===== config.mk =====
export PLATFORM = sky130hd
export DESIGN_NAME = inst_rom_ctrl
export DESIGN_NICKNAME = d
export VERILOG_FILES = /design/src/rtl/inst_rom_ctrl_pkg.sv /design/src/rtl/inst_rom_ctrl_mem.sv /design/src/rtl/inst_rom_ctrl.sv
export SDC_FILE = /design/constraint.sdc
export NUM_CORES = 1
export LEC_CHECK = 0
export ABC_CLOCK_PERIOD_IN_PS = 1600
export CORE_MARGIN = 2
export CORE_UTILIZATION = 32
export DETAILED_ROUTE_END_ITERATION = 6
export PLACE_DENSITY_LB_ADDON = 0.25
export SLEW_MARGIN = 0
export SYNTH_ARGS = -nofsm -noshare
export SYNTH_HDL_FRONTEND = slang
export SYNTH_SLANG_ARGS = --single-unit

===== constraint.sdc =====
create_clock -name clk -period 1.6 [get_ports clk]
set_input_delay 0.32 -clock clk [delete_from_list [all_inputs] [get_ports clk]]
set_output_delay 0.32 -clock clk [all_outputs]
set_load 0.01 [all_outputs]

===== src/rtl/inst_rom_ctrl_pkg.sv =====
// inst_rom_ctrl_pkg: shared widths, bus constants, FSM encoding and the built-in ROM image.
`default_nettype none

package inst_rom_ctrl_pkg;

    localparam int          INST_W            = 32;
    localparam logic        RST_ENABLE        = 1'b1;
    localparam logic        CHIP_ENABLE       = 1'b1;
    localparam logic [31:0] ZERO_WORD         = 32'h0000_0000;
    localparam int          INST_ROM_NUM_LOG2 = 10;
    localparam int          MAX_WAIT_STATES   = 15;
    localparam int          CNT_W             = $clog2(MAX_WAIT_STATES + 1);

    typedef enum logic {
        ROM_IDLE = 1'b0,
        ROM_WAIT = 1'b1
    } rom_state_e;

    // Program image; unlisted words read as NOP.
    function automatic logic [INST_W-1:0] rom_image(input logic [31:0] idx);
        logic [INST_W-1:0] word;
        case (idx)
            32'd0:   word = 32'h3401_1100;
            32'd1:   word = 32'h3402_0020;
            32'd2:   word = 32'h3403_ff00;
            32'd3:   word = 32'h3404_ffff;
            default: word = ZERO_WORD;
        endcase
        return word;
    endfunction

endpackage

`default_nettype wire


===== src/rtl/inst_rom_ctrl_mem.sv =====
// inst_rom_ctrl_mem: instruction ROM array of depth 2**ROM_AW with combinational read.
`default_nettype none

module inst_rom_ctrl_mem
    import inst_rom_ctrl_pkg::*;
#(
    parameter int ROM_AW = INST_ROM_NUM_LOG2
) (
    input  logic [ROM_AW-1:0] addr_i,
    output logic [INST_W-1:0] data_o
);

    assign data_o = rom_image(32'(addr_i));

endmodule

`default_nettype wire


===== src/rtl/inst_rom_ctrl.sv =====
// inst_rom_ctrl: instruction-fetch responder with optional wait states and stall request.
// Optional one-entry last-hit bypass enabled by macro INST_ROM_LASTHIT_EN.
`default_nettype none

module inst_rom_ctrl
    import inst_rom_ctrl_pkg::*;
#(
    parameter int WAIT_STATES = 0,
    parameter int ROM_AW      = INST_ROM_NUM_LOG2
) (
    input  logic              clk,
    input  logic              rst,
    input  logic              ce,
    input  logic [31:0]       pc,
    output logic [INST_W-1:0] inst,
    output logic              inst_valid,
    output logic              stall_req,
    output logic              addr_err
);

    localparam bit NO_WAIT = (WAIT_STATES == 0);

    rom_state_e        state_q, state_d;
    logic [CNT_W-1:0]  cnt_q, cnt_d;
    logic [INST_W-1:0] inst_q, inst_d;
    logic              valid_q, valid_d;
    logic              err_q, err_d;
    logic              stall_raw;
    logic              serve;
    logic              hit;
    logic              in_range;
    logic [ROM_AW-1:0] idx;
    logic [INST_W-1:0] rom_word;

    assign idx      = pc[ROM_AW+1:2];
    assign in_range = (pc[1:0] == 2'b00) && ((pc >> (ROM_AW + 2)) == 32'd0);

    inst_rom_ctrl_mem #(
        .ROM_AW (ROM_AW)
    ) u_mem (
        .addr_i (idx),
        .data_o (rom_word)
    );

`ifdef INST_ROM_LASTHIT_EN
    logic [ROM_AW-1:0] tag_q;
    logic              tag_vld_q;

    assign hit = tag_vld_q && (tag_q == idx);

    always_ff @(posedge clk) begin
        if (rst == RST_ENABLE) begin
            tag_q     <= '0;
            tag_vld_q <= 1'b0;
        end else if (serve) begin
            tag_q     <= idx;
            tag_vld_q <= 1'b1;
        end
    end
`else
    assign hit = 1'b0;
`endif

    always_comb begin
        state_d   = state_q;
        cnt_d     = cnt_q;
        inst_d    = ZERO_WORD;
        valid_d   = 1'b0;
        err_d     = 1'b0;
        stall_raw = 1'b0;
        serve     = 1'b0;
        case (state_q)
            ROM_IDLE: begin
                if (ce == CHIP_ENABLE) begin
                    if (!in_range) begin
                        valid_d = 1'b1;
                        err_d   = 1'b1;
                    end else if (NO_WAIT || hit) begin
                        serve = 1'b1;
                    end else begin
                        stall_raw = 1'b1;
                        cnt_d     = CNT_W'(WAIT_STATES - 1);
                        state_d   = ROM_WAIT;
                    end
                end
            end
            ROM_WAIT: begin
                if (ce != CHIP_ENABLE) begin
                    state_d = ROM_IDLE;
                end else if (cnt_q != '0) begin
                    stall_raw = 1'b1;
                    cnt_d     = cnt_q - 1'b1;
                end else begin
                    // pc is taken as presented now; it is assumed held during the stall.
                    state_d = ROM_IDLE;
                    if (!in_range) begin
                        valid_d = 1'b1;
                        err_d   = 1'b1;
                    end else begin
                        serve = 1'b1;
                    end
                end
            end
            default: state_d = ROM_IDLE;
        endcase
        if (serve) begin
            inst_d  = rom_word;
            valid_d = 1'b1;
        end
    end

    always_ff @(posedge clk) begin
        if (rst == RST_ENABLE) begin
            state_q <= ROM_IDLE;
            cnt_q   <= '0;
            inst_q  <= ZERO_WORD;
            valid_q <= 1'b0;
            err_q   <= 1'b0;
        end else begin
            state_q <= state_d;
            cnt_q   <= cnt_d;
            inst_q  <= inst_d;
            valid_q <= valid_d;
            err_q   <= err_d;
        end
    end

    assign inst       = inst_q;
    assign inst_valid = valid_q;
    assign addr_err   = err_q;
    assign stall_req  = stall_raw && (rst != RST_ENABLE);

endmodule

`default_nettype wire


==> key figures, run 1 <==
Status
  • Status: finished clean

Clocking
  • CTS root buffer: clkbuf_4
  • Clk buf depth: 2
  • Clk_lat worst skew: 0.26 ns
  • CTS buffer count: 3
  • Post-CTS Setup Bufs: 0
  • Number of hold buffers added after CTS: 0
  • CTS tree: done
  • H-tree depth: 1
  • CTS Sinks: 14
  • Worst-path clk slew: 0.07 ns

STA
  • Final worst-path cycle share: 95.6%
  • Pins over their slew limit: 0
  • RSZ-0062 raised after global routing: true
  • Max Fclk: 654 MHz
  • Post-Route Setup TNS: 0 ns
  • Hold Vio Cnt, Final: 0
  • Crit path time final: 1.53 ns
  • Final setup violation count: 0
  • Worst Skew: 0.00145 ns

Placement
  • I/O Buffers: 59
  • Placed cell count: 175
  • Placement Cell Area: 1410 um^2
  • GPL Wtd Cong: 0.748
  • Post-DP HPWL: 1610 um

Synth
  • Register bit count reported by yosys: 14
  • Number of flops mapped to enable cells by yosys: 0
  • Post-Syn Area: 877 um^2
  • Synth warn: 0
  • Syn avg cell area: 9.33 um^2
  • Largest area contributor in the netlist: dfxtp_1
  • Cell variety after synth: 26
  • Seq/Total Area, Yosys: 32.0%
  • Synth area leaders: dfxtp_1, buf_4, nor4_2
  • Top cell type's share of synthesized area: 32.0%
  • Ys flop type: dfxtp_1
  • Ys async rst share: 0%
  • Mapped Cells: 94

Critical path
  • Slowest CP cell: dfxtp_2
  • Worst path arrival time: 1.21 ns
  • Reg2reg end: cnt_q[3]
  • Reg2reg setup slack: 0.09 ns
  • Largest fanout on the critical path: 3
  • CP Launch Type: flop
  • Setup CP Type: flop to primary output
  • Crit-path cells: inv_2, ha_4, nor3b_4, nor3_1, buf_2
  • Req. time, crit path: 1.28 ns
  • Crit path buf inv count: 2
  • Top delay family on crit path: flip-flops
  • R2r startpoint: cnt_q[1]
  • CP peak stage delay: 0.34 ns
  • R2R depth: 6
  • Capturing element type of the critical path: primary output

GRT
  • Largest net degree at the start of global routing: 10
  • GRT Total Usage: 11.7%
  • Number of antenna violations at the first check in global routing: 0
  • First-pass GRT wire length: 2970 um
  • Global route overflow: 0
  • Vias in the first global route: 736

Detailed routing
  • Drt first pass iters: 4
  • Total wire length: 1830 um
  • Vias after detailed routing: 829
  • # DRC: 0
  • Post-route ant nets: 0
  • Routed len/inst: 10.3 um
  • Initial DRC count: 11
  • Via density: 4.66

Cells and area
  • Core Util, Final: 57.2%
  • Final non-filler cell total: 178
  • Post-Layout Inst Area: 1460 um^2
  • # fillers: 217
  • Final Net Count: 187
  • # diodes: 0
  • Layout cell share with drive strength beyond 1: 20.9%
  • Synth-to-Final Area Change: 65.9%
  • Multi-input gate area: 445 um^2
  • Sequential Area: 285 um^2

Power and ir drop
  • Overall power: 0.000678 W
  • PD cells: 466 nW/um^2
  • P_leak: 0.526 nW
  • Worst VDD drop: 0.275 mV

Hold path
  • Hold endpoint: cnt_q[1]
  • Worst hold path cell count: 2
  • HP Class: flop to flop
  • Hold wc startpoint: cnt_q[1]

Floorplan
  • Die H: 56.4 um
  • Io pins: 70
  • Area of the die: 3180 um^2
  • Core Footprint: 2540 um^2
  • Starting Density: 34.5%
  • Row cnt: 18
  • Die Width: 56.4 um

Flow run
  • Max Cap Viol: 0
## worst max path at each step
| stage | depth (start not counted) | start | to |
|---|---|---|---|
| after floorplan | 5 | cnt_q[0] | cnt_q[2] |
| after global placement | 4 | ce | stall_req |
| after detailed placement | 4 | ce | stall_req |
| after CTS | 5 | cnt_q[0] | stall_req |
| after global routing | 4 | pc[26] | inst[17] |
| final | 5 | cnt_q[1] | stall_req |
## cell families after synthesis
kind of cell	synth area share (%)
AOI/OAI and AO/OA	5.56
and+or+nand+nor	33.4
muxes	1.28
DFF	32.0
adders and majority gates	2.85
other	0.428
xor gates and xnor gates	0.999
buffers and inverters	23.5
## what timing repair did
item                       4_1_cts  5_1_grt
pin swaps                        1        0
setup endpoints to repair        9       12
gates resized for setup          8        5
## area by class of cell
type	instances	area share, %
clock buffer	3	1.55
timing repair buffer	67	44.4
multi-input combinational	59	30.6
sequential	14	19.6
inverter	5	1.29
tap	30	2.58
## power breakdown
part | switching, W | internal, W
Combinational | 0.0000498 | 0.0000910
Sequential | 0.000000557 | 0.000351
Clock | 0.0000992 | 0.0000869
Total | 0.000150 | 0.000528
## cells in the mapped netlist, types with 2 or more instances
cell and number:
nor2b_1 2, or3_1 3, buf_4 25, nor4_1 7
nor2_1 2, nor4_2 5, dfxtp_1 14, nand3_1 4
ha_1 2, nand2_1 3, nor3_1 3, a21oi_1 3
o21ai_0 3, nor4_4 2, inv_1 5
## layer usage
layer  vias up  GRT usage (%)  share of wire [%]
li1        410              -                  -
met1       366           11.3                 34
met2        51           23.5                 55
met3         2           1.61                9.3
met4         0           6.12                1.1
met5         -              0                  0
## placed cells by master (no fill, tap or decap)
| cell type | n |
|---|---|
| nor2_1 | 2 |
| nor2b_1 | 2 |
| mux2_2 | 1 |
| xor2_1 | 1 |
| nor4_1 | 7 |
| inv_1 | 3 |
| ha_1 | 1 |
| buf_2 | 1 |
| buf_4 | 8 |
| or4_1 | 1 |
| nor3b_4 | 1 |
| nor4_4 | 2 |
| nand2b_1 | 1 |
| or3_1 | 3 |
| nand3_1 | 4 |
| o21ai_0 | 3 |
| nand3b_1 | 1 |
| nor3_1 | 3 |
| conb_1 | 10 |
| dfxtp_2 | 4 |
| dfxtp_1 | 10 |
| ha_4 | 1 |
| clkbuf_4 | 3 |
| o21ai_2 | 1 |
| nand4_4 | 1 |
| clkdlybuf4s50_1 | 58 |
| o21ba_2 | 1 |
| a21oi_1 | 3 |
| nand4_1 | 1 |
| nor4_2 | 5 |
| nand2_1 | 3 |
| inv_2 | 2 |
## through the flow
stage,hold slack [ns],worst slack (ns)
global placement,0.474,-0.243
global route,0.524,-0.00251
CTS,0.484,0.0204
floorplan,0.389,0.221
finish,0.490,0.0711
detailed placement,0.480,-0.270
## flip-flops by register name, summed over array words and instances (netlist names)
name and flops:
inst 7, state_q 1, addr_err 1, cnt_q 4
inst_valid 1
## worst register-to-register path, delay by kind of cell, from the launching register on
| family | cells | cell delay [ns] |
|---|---|---|
| mux | 1 | 0.35 |
| simple gates | 2 | 0.35 |
| fa+ha+maj | 1 | 0.14 |
| buf+inv | 2 | 0.21 |
| flops | 1 | 0.34 |
(Power assumes the default switching activity.)
==> run 2, diff against run 1 <==
--- a/config.mk
+++ b/config.mk
@@ -10,7 +10,7 @@
 export CORE_UTILIZATION = 32
 export DETAILED_ROUTE_END_ITERATION = 6
 export PLACE_DENSITY_LB_ADDON = 0.25
-export SLEW_MARGIN = 0
+export SLEW_MARGIN = 20
 export SYNTH_ARGS = -nofsm -noshare
 export SYNTH_HDL_FRONTEND = slang
 export SYNTH_SLANG_ARGS = --single-unit
==> results of run 2 <==
Same layout as run 1: the final DEF is identical, and so are final timing and power.
